<file path="src/rtl/data_read_pkg.sv">
// rtl/data_read_pkg.sv - shared types and constants for the data_read AXI4-Lite read slave
//
// Purpose: FSM state enum, decode kinds, RRESP codes, register word offsets,
//          region field width and the buffer-select width helper.
// Ports:   none (package).

package data_read_pkg;

  typedef enum logic [1:0] {
    IDLE = 2'd0,
    WAIT = 2'd1,
    RESP = 2'd2
  } state_t;

  // Outcome of decoding one read address.
  typedef enum logic [1:0] {
    KIND_REG = 2'd0,
    KIND_BUF = 2'd1,
    KIND_ERR = 2'd2
  } kind_t;

  localparam logic [1:0] RESP_OKAY   = 2'b00;
  localparam logic [1:0] RESP_SLVERR = 2'b10;

  localparam logic [1:0] REG_CR     = 2'd0;
  localparam logic [1:0] REG_SR     = 2'd1;
  localparam logic [1:0] REG_ERRCNT = 2'd2;

  localparam int REGION_W = 4;

  // max(1, clog2(n)): a single buffer still needs a 1-bit select port.
  function automatic int sel_width(input int n);
    return (n <= 2) ? 1 : $clog2(n);
  endfunction

endpackage

</file>
<file path="src/rtl/data_read_axi_rd_mc_if.sv">
// rtl/data_read_axi_rd_mc_if.sv - AXI4-Lite read address/data channel bundle
//
// Purpose: groups the AR and R channel signals of the data_read read slave.
// Ports:   araddr/arvalid/arready (address channel),
//          rdata/rresp/rvalid/rready (data channel).
//          modport slave  - used by data_read_axi_rd_mc
//          modport master - used by the interconnect side

interface data_read_axi_rd_mc_if #(
  parameter int ADDR_W = 32
);

  logic [ADDR_W-1:0] araddr;
  logic              arvalid;
  logic              arready;
  logic [31:0]       rdata;
  logic [1:0]        rresp;
  logic              rvalid;
  logic              rready;

  modport slave (
    input  araddr,
    input  arvalid,
    output arready,
    output rdata,
    output rresp,
    output rvalid,
    input  rready
  );

  modport master (
    output araddr,
    output arvalid,
    input  arready,
    input  rdata,
    input  rresp,
    input  rvalid,
    output rready
  );

endinterface

</file>
<file path="src/rtl/data_read_addr_dec.sv">
// rtl/data_read_addr_dec.sv - combinational read address decoder
//
// Purpose: splits a byte address into region and word, and classifies it as
//          a register read, a buffer read or an unmapped (error) access.
// Ports:   addr    in  ADDR_W  byte address being accepted
//          kind    out kind_t  KIND_REG / KIND_BUF / KIND_ERR
//          sel     out SEL_W   buffer index (region - 1)
//          word    out BUF_AW  word address within region
//          reg_idx out 2       register offset within region 0

module data_read_addr_dec
  import data_read_pkg::*;
#(
  parameter int NUM_BUF = 4,
  parameter int BUF_AW  = 10,
  parameter int ADDR_W  = 32,
  parameter int SEL_W   = 2
) (
  input  logic [ADDR_W-1:0] addr,
  output kind_t             kind,
  output logic [SEL_W-1:0]  sel,
  output logic [BUF_AW-1:0] word,
  output logic [1:0]        reg_idx
);

  logic [REGION_W-1:0] region;
  logic [REGION_W-1:0] region_m1;

  assign word      = addr[BUF_AW+1:2];
  assign region    = addr[BUF_AW+5:BUF_AW+2];
  assign region_m1 = region - REGION_W'(1);
  assign sel       = region_m1[SEL_W-1:0];
  assign reg_idx   = word[1:0];

  always_comb begin
    kind = KIND_ERR;
    if (region == '0) begin
      // Only words 0..2 are implemented in the register region.
      if ((word[BUF_AW-1:2] == '0) && (word[1:0] != 2'd3)) begin
        kind = KIND_REG;
      end
    end else if (region <= REGION_W'(NUM_BUF)) begin
      kind = KIND_BUF;
    end
  end

  // Byte-lane bits and address bits above the region field do not take part
  // in the decode.
  logic unused_lo;
  assign unused_lo = ^addr[1:0];

  generate
    if (ADDR_W > BUF_AW + 6) begin : g_upper
      logic unused_hi;
      assign unused_hi = ^addr[ADDR_W-1:BUF_AW+6];
    end
  endgenerate

endmodule

</file>
<file path="src/rtl/data_read_axi_rd_mc.sv">
// rtl/data_read_axi_rd_mc.sv - AXI4-Lite read slave for data_read registers and capture buffers
//
// Purpose: serves CR/SR/ERRCNT in region 0 and NUM_BUF buffer RAMs in regions
//          1..NUM_BUF with one outstanding read; unmapped reads get SLVERR.
//          Optional macro DATA_READ_AXI_ERRCNT_EN adds a 16-bit saturating,
//          clear-on-read count of SLVERR responses at region 0 word 2.
// Ports:   S_AXI_ACLK   in   clock, rising edge
//          S_AXI_ARESET in   synchronous active-high reset
//          s_axi        slave AR/R channel (araddr, arvalid, arready,
//                             rdata, rresp, rvalid, rready)
//          sr_c         in   NUM_BUF per-buffer capture-complete flags
//          buf_en       out  buffer read strobe
//          buf_addr     out  buffer word address
//          buf_sel      out  buffer index, 0-based
//          buf_data     in   selected buffer data

module data_read_axi_rd_mc
  import data_read_pkg::*;
#(
  parameter int  NUM_BUF = 4,
  parameter int  BUF_AW  = 10,
  parameter int  BUF_LAT = 1,
  parameter int  ADDR_W  = 32,
  localparam int SEL_W   = sel_width(NUM_BUF)
) (
  input  logic                 S_AXI_ACLK,
  input  logic                 S_AXI_ARESET,
  data_read_axi_rd_mc_if.slave s_axi,
  input  logic [NUM_BUF-1:0]   sr_c,
  output logic                 buf_en,
  output logic [BUF_AW-1:0]    buf_addr,
  output logic [SEL_W-1:0]     buf_sel,
  input  logic [31:0]          buf_data
);

  localparam logic [1:0] LAT_LAST = 2'(BUF_LAT - 1);

  state_t            state_q, state_d;
  logic              arready_q, arready_d;
  logic              rvalid_q, rvalid_d;
  logic [31:0]       rdata_q, rdata_d;
  logic [1:0]        rresp_q, rresp_d;
  logic              buf_en_q, buf_en_d;
  logic [BUF_AW-1:0] buf_addr_q, buf_addr_d;
  logic [SEL_W-1:0]  buf_sel_q, buf_sel_d;
  logic [1:0]        cnt_q, cnt_d;

  kind_t             dec_kind;
  logic [SEL_W-1:0]  dec_sel;
  logic [BUF_AW-1:0] dec_word;
  logic [1:0]        dec_reg;
  logic [31:0]       reg_rdata;
  logic              ar_hs;

  // Decode the address as it is accepted so every output can be registered
  // directly at the handshake edge.
  data_read_addr_dec #(
    .NUM_BUF (NUM_BUF),
    .BUF_AW  (BUF_AW),
    .ADDR_W  (ADDR_W),
    .SEL_W   (SEL_W)
  ) u_addr_dec (
    .addr    (s_axi.araddr),
    .kind    (dec_kind),
    .sel     (dec_sel),
    .word    (dec_word),
    .reg_idx (dec_reg)
  );

  assign ar_hs = (state_q == IDLE) && s_axi.arvalid && arready_q;

`ifdef DATA_READ_AXI_ERRCNT_EN
  logic [15:0] errcnt_q;
  logic        errcnt_clr_q;
  logic        rd_beat;

  assign rd_beat = (state_q == RESP) && s_axi.rready;

  always_ff @(posedge S_AXI_ACLK) begin
    if (S_AXI_ARESET) begin
      errcnt_q     <= '0;
      errcnt_clr_q <= 1'b0;
    end else begin
      if (ar_hs) begin
        errcnt_clr_q <= (dec_kind == KIND_REG) && (dec_reg == REG_ERRCNT);
      end
      if (rd_beat) begin
        // Clear-on-read wins over any increment landing on the same beat.
        if (errcnt_clr_q) begin
          errcnt_q <= '0;
        end else if ((rresp_q == RESP_SLVERR) && (errcnt_q != 16'hFFFF)) begin
          errcnt_q <= errcnt_q + 16'd1;
        end
      end
    end
  end
`endif

  always_comb begin
    reg_rdata = '0;
    case (dec_reg)
      REG_SR:     reg_rdata = 32'(sr_c);
`ifdef DATA_READ_AXI_ERRCNT_EN
      REG_ERRCNT: reg_rdata = {16'd0, errcnt_q};
`endif
      default:    reg_rdata = '0;
    endcase
  end

  always_ff @(posedge S_AXI_ACLK) begin
    if (S_AXI_ARESET) begin
      state_q <= IDLE;
    end else begin
      state_q <= state_d;
    end
  end

  always_comb begin
    state_d    = state_q;
    arready_d  = 1'b0;
    rvalid_d   = rvalid_q;
    rdata_d    = rdata_q;
    rresp_d    = rresp_q;
    buf_en_d   = 1'b0;
    buf_addr_d = buf_addr_q;
    buf_sel_d  = buf_sel_q;
    cnt_d      = cnt_q;

    case (state_q)
      IDLE: begin
        arready_d = 1'b1;
        if (ar_hs) begin
          arready_d = 1'b0;
          case (dec_kind)
            KIND_BUF: begin
              state_d    = WAIT;
              buf_en_d   = 1'b1;
              buf_addr_d = dec_word;
              buf_sel_d  = dec_sel;
              cnt_d      = '0;
            end
            KIND_REG: begin
              state_d  = RESP;
              rvalid_d = 1'b1;
              rdata_d  = reg_rdata;
              rresp_d  = RESP_OKAY;
            end
            default: begin
              state_d  = RESP;
              rvalid_d = 1'b1;
              rdata_d  = '0;
              rresp_d  = RESP_SLVERR;
            end
          endcase
        end
      end

      WAIT: begin
        if (cnt_q == LAT_LAST) begin
          state_d  = RESP;
          rvalid_d = 1'b1;
          rdata_d  = buf_data;
          rresp_d  = RESP_OKAY;
        end else begin
          cnt_d = cnt_q + 2'd1;
        end
      end

      RESP: begin
        if (s_axi.rready) begin
          state_d   = IDLE;
          rvalid_d  = 1'b0;
          arready_d = 1'b1;
        end
      end

      default: begin
        state_d = IDLE;
      end
    endcase
  end

  always_ff @(posedge S_AXI_ACLK) begin
    if (S_AXI_ARESET) begin
      arready_q  <= 1'b0;
      rvalid_q   <= 1'b0;
      rdata_q    <= '0;
      rresp_q    <= RESP_OKAY;
      buf_en_q   <= 1'b0;
      buf_addr_q <= '0;
      buf_sel_q  <= '0;
      cnt_q      <= '0;
    end else begin
      arready_q  <= arready_d;
      rvalid_q   <= rvalid_d;
      rdata_q    <= rdata_d;
      rresp_q    <= rresp_d;
      buf_en_q   <= buf_en_d;
      buf_addr_q <= buf_addr_d;
      buf_sel_q  <= buf_sel_d;
      cnt_q      <= cnt_d;
    end
  end

  assign s_axi.arready = arready_q;
  assign s_axi.rvalid  = rvalid_q;
  assign s_axi.rdata   = rdata_q;
  assign s_axi.rresp   = rresp_q;
  assign buf_en        = buf_en_q;
  assign buf_addr      = buf_addr_q;
  assign buf_sel       = buf_sel_q;

endmodule

</file>
<file path="src/flat_wrapper.sv">
// flat-port wrapper written by rule: the top's interface ports become plain ports
module data_read_axi_rd_mc_flat import data_read_pkg::*;
#(
  parameter int  NUM_BUF = 4,
  parameter int  BUF_AW  = 10,
  parameter int  BUF_LAT = 1,
  parameter int  ADDR_W  = 32,
  localparam int SEL_W   = sel_width(NUM_BUF)
)
  (S_AXI_ACLK, S_AXI_ARESET, sr_c, buf_en, buf_addr, buf_sel, buf_data, s_axi_araddr, s_axi_arvalid, s_axi_arready, s_axi_rdata, s_axi_rresp, s_axi_rvalid, s_axi_rready);
  data_read_axi_rd_mc_if #(.ADDR_W(ADDR_W)) s_axi_i ();
  input  logic S_AXI_ACLK;
  input  logic S_AXI_ARESET;
  input  logic [NUM_BUF-1:0] sr_c;
  output logic buf_en;
  output logic [BUF_AW-1:0] buf_addr;
  output logic [SEL_W-1:0] buf_sel;
  input  logic [31:0] buf_data;
  input wire logic [$bits(s_axi_i.araddr)-1:0] s_axi_araddr;
  input wire logic [$bits(s_axi_i.arvalid)-1:0] s_axi_arvalid;
  output wire logic [$bits(s_axi_i.arready)-1:0] s_axi_arready;
  output wire logic [$bits(s_axi_i.rdata)-1:0] s_axi_rdata;
  output wire logic [$bits(s_axi_i.rresp)-1:0] s_axi_rresp;
  output wire logic [$bits(s_axi_i.rvalid)-1:0] s_axi_rvalid;
  input wire logic [$bits(s_axi_i.rready)-1:0] s_axi_rready;
  assign s_axi_i.araddr = s_axi_araddr;
  assign s_axi_i.arvalid = s_axi_arvalid;
  assign s_axi_arready = s_axi_i.arready;
  assign s_axi_rdata = s_axi_i.rdata;
  assign s_axi_rresp = s_axi_i.rresp;
  assign s_axi_rvalid = s_axi_i.rvalid;
  assign s_axi_i.rready = s_axi_rready;
  data_read_axi_rd_mc #(.NUM_BUF(NUM_BUF), .BUF_AW(BUF_AW), .BUF_LAT(BUF_LAT), .ADDR_W(ADDR_W)) u_core (.S_AXI_ACLK(S_AXI_ACLK), .S_AXI_ARESET(S_AXI_ARESET), .s_axi(s_axi_i), .sr_c(sr_c), .buf_en(buf_en), .buf_addr(buf_addr), .buf_sel(buf_sel), .buf_data(buf_data));
endmodule
</file>
<file path="config.mk">
export PLATFORM = sky130hd
export DESIGN_NAME = data_read_axi_rd_mc_flat
export DESIGN_NICKNAME = d
export VERILOG_FILES = /design/src/rtl/data_read_pkg.sv /design/src/rtl/data_read_axi_rd_mc_if.sv /design/src/rtl/data_read_addr_dec.sv /design/src/rtl/data_read_axi_rd_mc.sv /design/src/flat_wrapper.sv
export SDC_FILE = /design/constraint.sdc
export NUM_CORES = 1
export LEC_CHECK = 0
export CORE_AREA = 2 2 58 100
export DETAILED_ROUTE_END_ITERATION = 12
export DIE_AREA = 0 0 60 102
export PLACE_DENSITY = 0.83
export RECOVER_POWER = 25
export SLEW_MARGIN = 25
export SYNTH_ARGS = -nofsm -noshare
export SYNTH_HDL_FRONTEND = slang
export SYNTH_HIERARCHICAL = 1
export SYNTH_SLANG_ARGS = --single-unit
</file>
<file path="constraint.sdc">
create_clock -name S_AXI_ACLK -period 4.8 [get_ports S_AXI_ACLK]
set_input_delay 0.72 -clock S_AXI_ACLK [delete_from_list [all_inputs] [get_ports S_AXI_ACLK]]
set_output_delay 0.72 -clock S_AXI_ACLK [all_outputs]
set_load 0.05 [all_outputs]
</file>
# After elaboration in Yosys (flattened, before gate mapping)
# Index checks and enable logic that the tools add are counted.
# op_classes
add_sub_neg	2
n_lt_le_gt_ge	1
eq_ne	11
mux	30
bitwise	2
reduce_logical	16
# ops
op	count
case mux 32 bit (2 select lines)	2
2-to-1 mux 32 bit	2
2-to-1 mux 2 bit	12
case mux 2 bit (2 select lines)	3
inequality test 2 bit, second input constant	5
logical NOT 8 bit	1
AND reduction 4 bit	2
2-to-1 mux 1 bit	7
== test 2 x 1 -> 1 bit, second input constant	3
logical NOT 2 bit	3
case mux 2 bit (3 select lines)	1
AND reduction 3 bit	2
AND reduction 5 bit	1
less-or-equal comparator 4 x 3 -> 1 bit, second input constant	1
logical NOT 4 bit	1
2-to-1 mux 4 bit	1
inequality test 2 x 1 -> 1 bit, second input constant	2
logical AND 1 bit	3
case mux 1 bit (3 select lines)	1
nonzero test 3 bit	1
OR reduction 3 bit	1
adder 2 x 1 -> 2 bit, second input constant	1
== test 2 bit, second input constant	1
NOT 1 bit	2
3 further kinds	3
# totals
ff_bits	53
inputBits	72
output_inout_bits	49
word_cells	71

# Depth between registers and ports, before layout
# depth
depth_word	8
depth_mapped	9
depth_no_buf	8

# Cells and area by module
# The synthesis kept the hierarchy.
# modules_own_cells
mod	instances	cells_per_inst	area_per_inst_um2	seq_area_each_um2
data_read_axi_rd_mc	1	188	1933.1	1041.0
data_read_addr_dec	1	24	160.2	0.0

# Least setup slack after synthesis
# No wires, ideal clock.
# synth_timing
path_kind	input to register
from	input s_axi_araddr[5]
to	register u_core.rdata_q[10], in the netlist u_core/s_axi.rdata[10]
setup_time_ps	60
arrival_ps	2407
t_required_ps	4740
path_slack_ps	2332
path_stages	7
path_cell_list	or4_1 a21oi_1 a31oi_1 nand2b_1 a211oi_4 buf_6 a22o_1
# synth_via
elab_chain_len	7
# synth_lines
element	line	rtl
start: declaration	flat_wrapper.sv:19	input wire logic [$bits(s_axi_i.araddr)-1:0] s_axi_araddr;
logical NOT 8 bit	data_read_addr_dec.sv:39	if ((word[BUF_AW-1:2] == '0) && (word[1:0] != 2'd3)) begin
logical AND 1 bit	data_read_addr_dec.sv:39	
2-to-1 mux 2 bit	data_read_addr_dec.sv:39	
2-to-1 mux 2 bit	data_read_addr_dec.sv:37	if (region == '0) begin
via u_core.dec_kind[1]	data_read_axi_rd_mc.sv:48	kind_t dec_kind;
== test 2 x 1 -> 1 bit	data_read_axi_rd_mc.sv:134	case (dec_kind)
inequality test 2 bit (no source line)	-	
AND reduction 4 bit (no source line)	-	
end signal: assignment	data_read_axi_rd_mc.sv:196	rdata_q <= rdata_d;
end: declaration	data_read_axi_rd_mc.sv:41	logic [31:0] rdata_q, rdata_d;
# The timed path passes the listed nets, and every way through them passes these cells.
# A chain may end at the register's enable or synchronous reset.

# Worst setup path after layout
# layout_timing
from	input s_axi_araddr[5]
to	register u_core.rdata_q[23], in the netlist u_core/s_axi.rdata[23]
# Same word-level chain as after synthesis.

==> results_dict.tcl <==
set metrics [dict create \
    antenna_found_initial 0 \
    core_area_um2 5299 \
    start_util_pct 39.50 \
    synthTopCellsByArea "dfxtp_1, a22o_1, a21oi_1" \
    syn_area_um2 2093 \
    cts_tree "built" \
    synth_fp_nets 286 \
    required_ns 5.04 \
    clock_tree.root_cell "clkbuf_8" \
    leakagePower_nw 1.186 \
    crit_path_top_delay_cell "or4_1" \
    hp-start "u_core/s_axi.rvalid$_SDFFE_PP0P_" \
    rows 35 \
    num_vias 1880 \
    post_dp_cell_area_um2 3052 \
    clk_pin_slew_ns 0.09 \
    dp_hpwl_mm 3.831 \
    yosysWarnings 6 \
    cp-end-kind "flip-flop" \
    cts.path.max_buffers 2 \
    grt_pass1_vias 1778 \
    netlist.area_leader.share_pct 49.73 \
    grt_max_degree 29 \
    final_area_um2 3174 \
    yosys.area.top_type "dfxtp_1" \
    setup_violations 0 \
    gr-total-overflow 0 \
    via_per_inst 5.095 \
    routed_wirelength_mm 5.079 \
    crit_start "s_axi_araddr[5]" \
    path_max_fanout 28 \
    worstMarginPinSlew_ns 1.262 \
    clk_latency_ns 0.29 \
    drt_iter0_drc 76 \
    grtUsageTotal_pct 16.63 \
    portBuffers 101 \
    route.detailed.drc 0 \
    maxSlewViolCount 0 \
    timing.rr.start "u_core/state_q[0]$_SDFFE_PP0P_" \
    nets 368 \
    tns_ns 0 \
    maxCapViolCount 0 \
    met2_length_mm 2.619 \
    layout.area.seq_um2 1041 \
    htreeDepth 2 \
    cts_setup_buffers 0 \
    powerDensity_nw_per_um2 280.4 \
    areaGrowthSynthToFinish_pct 51.64 \
    max_stage_delay_ns 0.54 \
    ys.flop_type "dfxtp_1" \
    reg2reg_to "u_core/s_axi.rdata[3]$_SDFFE_PP0P_" \
    num_antenna_cells 0 \
    avgSynthCellArea_um2 9.874 \
    cts_hold_buf 0 \
    hold_viol 0 \
    fin_skew_ns 0.004429 \
    place_congestion 0.7012 \
    worst_ir_drop_vdd_mv 0.2173 \
    met3_length_um 427 \
    slew_headroom_pct 15.87 \
    startpoint_type "input pin" \
    path_class "in2reg" \
    period_minus_slack_ns 3.145 \
    maxUsedRoutingLayer "met4" \
    reg2reg_setup_slack_ns 2.74 \
    status "finished, final reports clean" \
    drive_gt1_share_pct 5.085 \
    fillers 456 \
    ant_nets 0 \
    fp.dieW_um 60 \
    first_pass_iters 4 \
    ioPinCount 121 \
    ys_types 34 \
    clock-sinks 52 \
    grt_pass1_wl_mm 7.907 \
    synth-edff-count 0 \
    post-synth-top-count-cell "dfxtp_1" \
    ys_top_cells_by_count "dfxtp_1, a22o_1, a21oi_1" \
    drt-met1-wl_mm 1.975 \
    fp.dieH_um 102 \
    synthArstFlopShare_pct 0 \
    cts_inserted_buffers 5 \
    worst_hold_path_type "reg2reg" \
    ys_ff_latch 52 \
    yosysSeqAreaShare_pct 49.73 \
    post_drt_wl_per_cell_um 13.76 \
    cp-endpoint "u_core/s_axi.rdata[23]$_SDFFE_PP0P_" \
    netlist_instances 212 \
    rsz0062_at_grt "false" \
    multiInputGateArea_um2 854.6 \
    fin_crit_sh_pct 65.53 \
    arrival_ns 3.38 \
    r2r_cells 3 \
    dieArea_um2 6120 \
    path_cells "clkdlybuf4s50_1, or4_1, a21oi_1, a31oi_1, nand2b_1, a211oi_4, buf_4, a22o_1" \
    cts_resized 0 \
    fmax_mhz 317.9 \
]
-- per-layer routing --
layer | vias up | global-route usage [%]
li1 | 928 | -
met1 | 863 | 17.60
met5 | - | 0
met2 | 84 | 30.52
met4 | 0 | 5.128
met3 | 5 | 4.937
-- where the power goes --
group	total (mW)	switching, mW	internal (mW)
clock	0.316	0.132	0.184
sequential	0.444	0.00569	0.438
combinational	0.130	0.0651	0.0646
total	0.890	0.203	0.687
-- critical path, delay by kind of cell --
family | cells | cell delay, ns
and+or+nand+nor | 2 | 1.08
AOI/OAI and AO/OA | 4 | 0.83
buffers and inverters | 2 | 0.75
-- sequential cells by signal, summed over array words and instances (netlist names) --
register / count
u_core/s_axi.rdata: 32
u_core/s_axi.rvalid: 1
u_core/cnt_q: 2
u_core/state_q: 2
u_core/s_axi.arready: 1
u_core/buf_sel: 2
u_core/buf_en: 1
u_core/s_axi.rresp: 1
u_core/buf_addr: 10
-- final cells by class --
| class | count | area share [%] |
|---|---|---|
| Sequential cell | 52 | 32.79 |
| Timing Repair Buffer | 105 | 32.68 |
| Multi-Input combinational cell | 124 | 26.92 |
| Clock buffer | 7 | 3.035 |
| Tap cell | 74 | 2.917 |
| Clock inverter | 1 | 0.9460 |
| Inverter | 6 | 0.7095 |
-- stage by stage --
stage | std cells | setup slack, ns | total power [mW] | hold slack [ns] | util, %
after floorplan | 212 | 2.332 | 0.5258 | 0.4531 | -
after global placement | 361 | 1.378 | 0.5831 | 0.4467 | 57.50
after detailed placement | 361 | 1.354 | 0.5850 | 0.4507 | 57.59
after CTS | 369 | 1.663 | 0.9039 | 0.4629 | 59.98
after global routing | 369 | 1.511 | 0.9321 | 0.4820 | 59.91
final | 369 | 1.655 | 0.8900 | 0.4590 | 59.91
-- layout by cell type (no fill, tap or decap), types with 4 or more instances in the layout --
cell type        count
dfxtp_1             52
a211oi_1             5
a21oi_1             22
inv_1                6
clkbuf_8             7
nand2_1              6
dlygate4sd3_1       24
a311oi_1             4
clkdlybuf4s50_1     77
o21ai_0             13
a22o_1              28
nand3_1             16
-- how the worst min path moves through the flow --
stage,endpoint,cells after the start
floorplan,u_core/cnt_q[1]$_SDFFE_PP0P_,2
global placement,u_core/s_axi.rvalid$_SDFFE_PP0P_,2
detailed placement,u_core/s_axi.rvalid$_SDFFE_PP0P_,2
CTS,u_core/s_axi.rvalid$_SDFFE_PP0P_,2
global route,u_core/s_axi.rvalid$_SDFFE_PP0P_,2
finish,u_core/s_axi.rvalid$_SDFFE_PP0P_,2
-- cell families (layout without fill, tap and decap cells) --
group / after synthesis / in the layout / synth area share, %
simple gates: 43 / 43 / 11.96
compound gates: 77 / 77 / 26.00
fa+ha+maj: 2 / 2 / 1.195
other cells: 1 / 1 / 0.1791
flops: 52 / 52 / 49.73
buf+inv: 36 / 119 / 10.52
xor+xnor: 1 / 1 / 0.4185
Note: power is estimated with default switching activity, not from simulation.
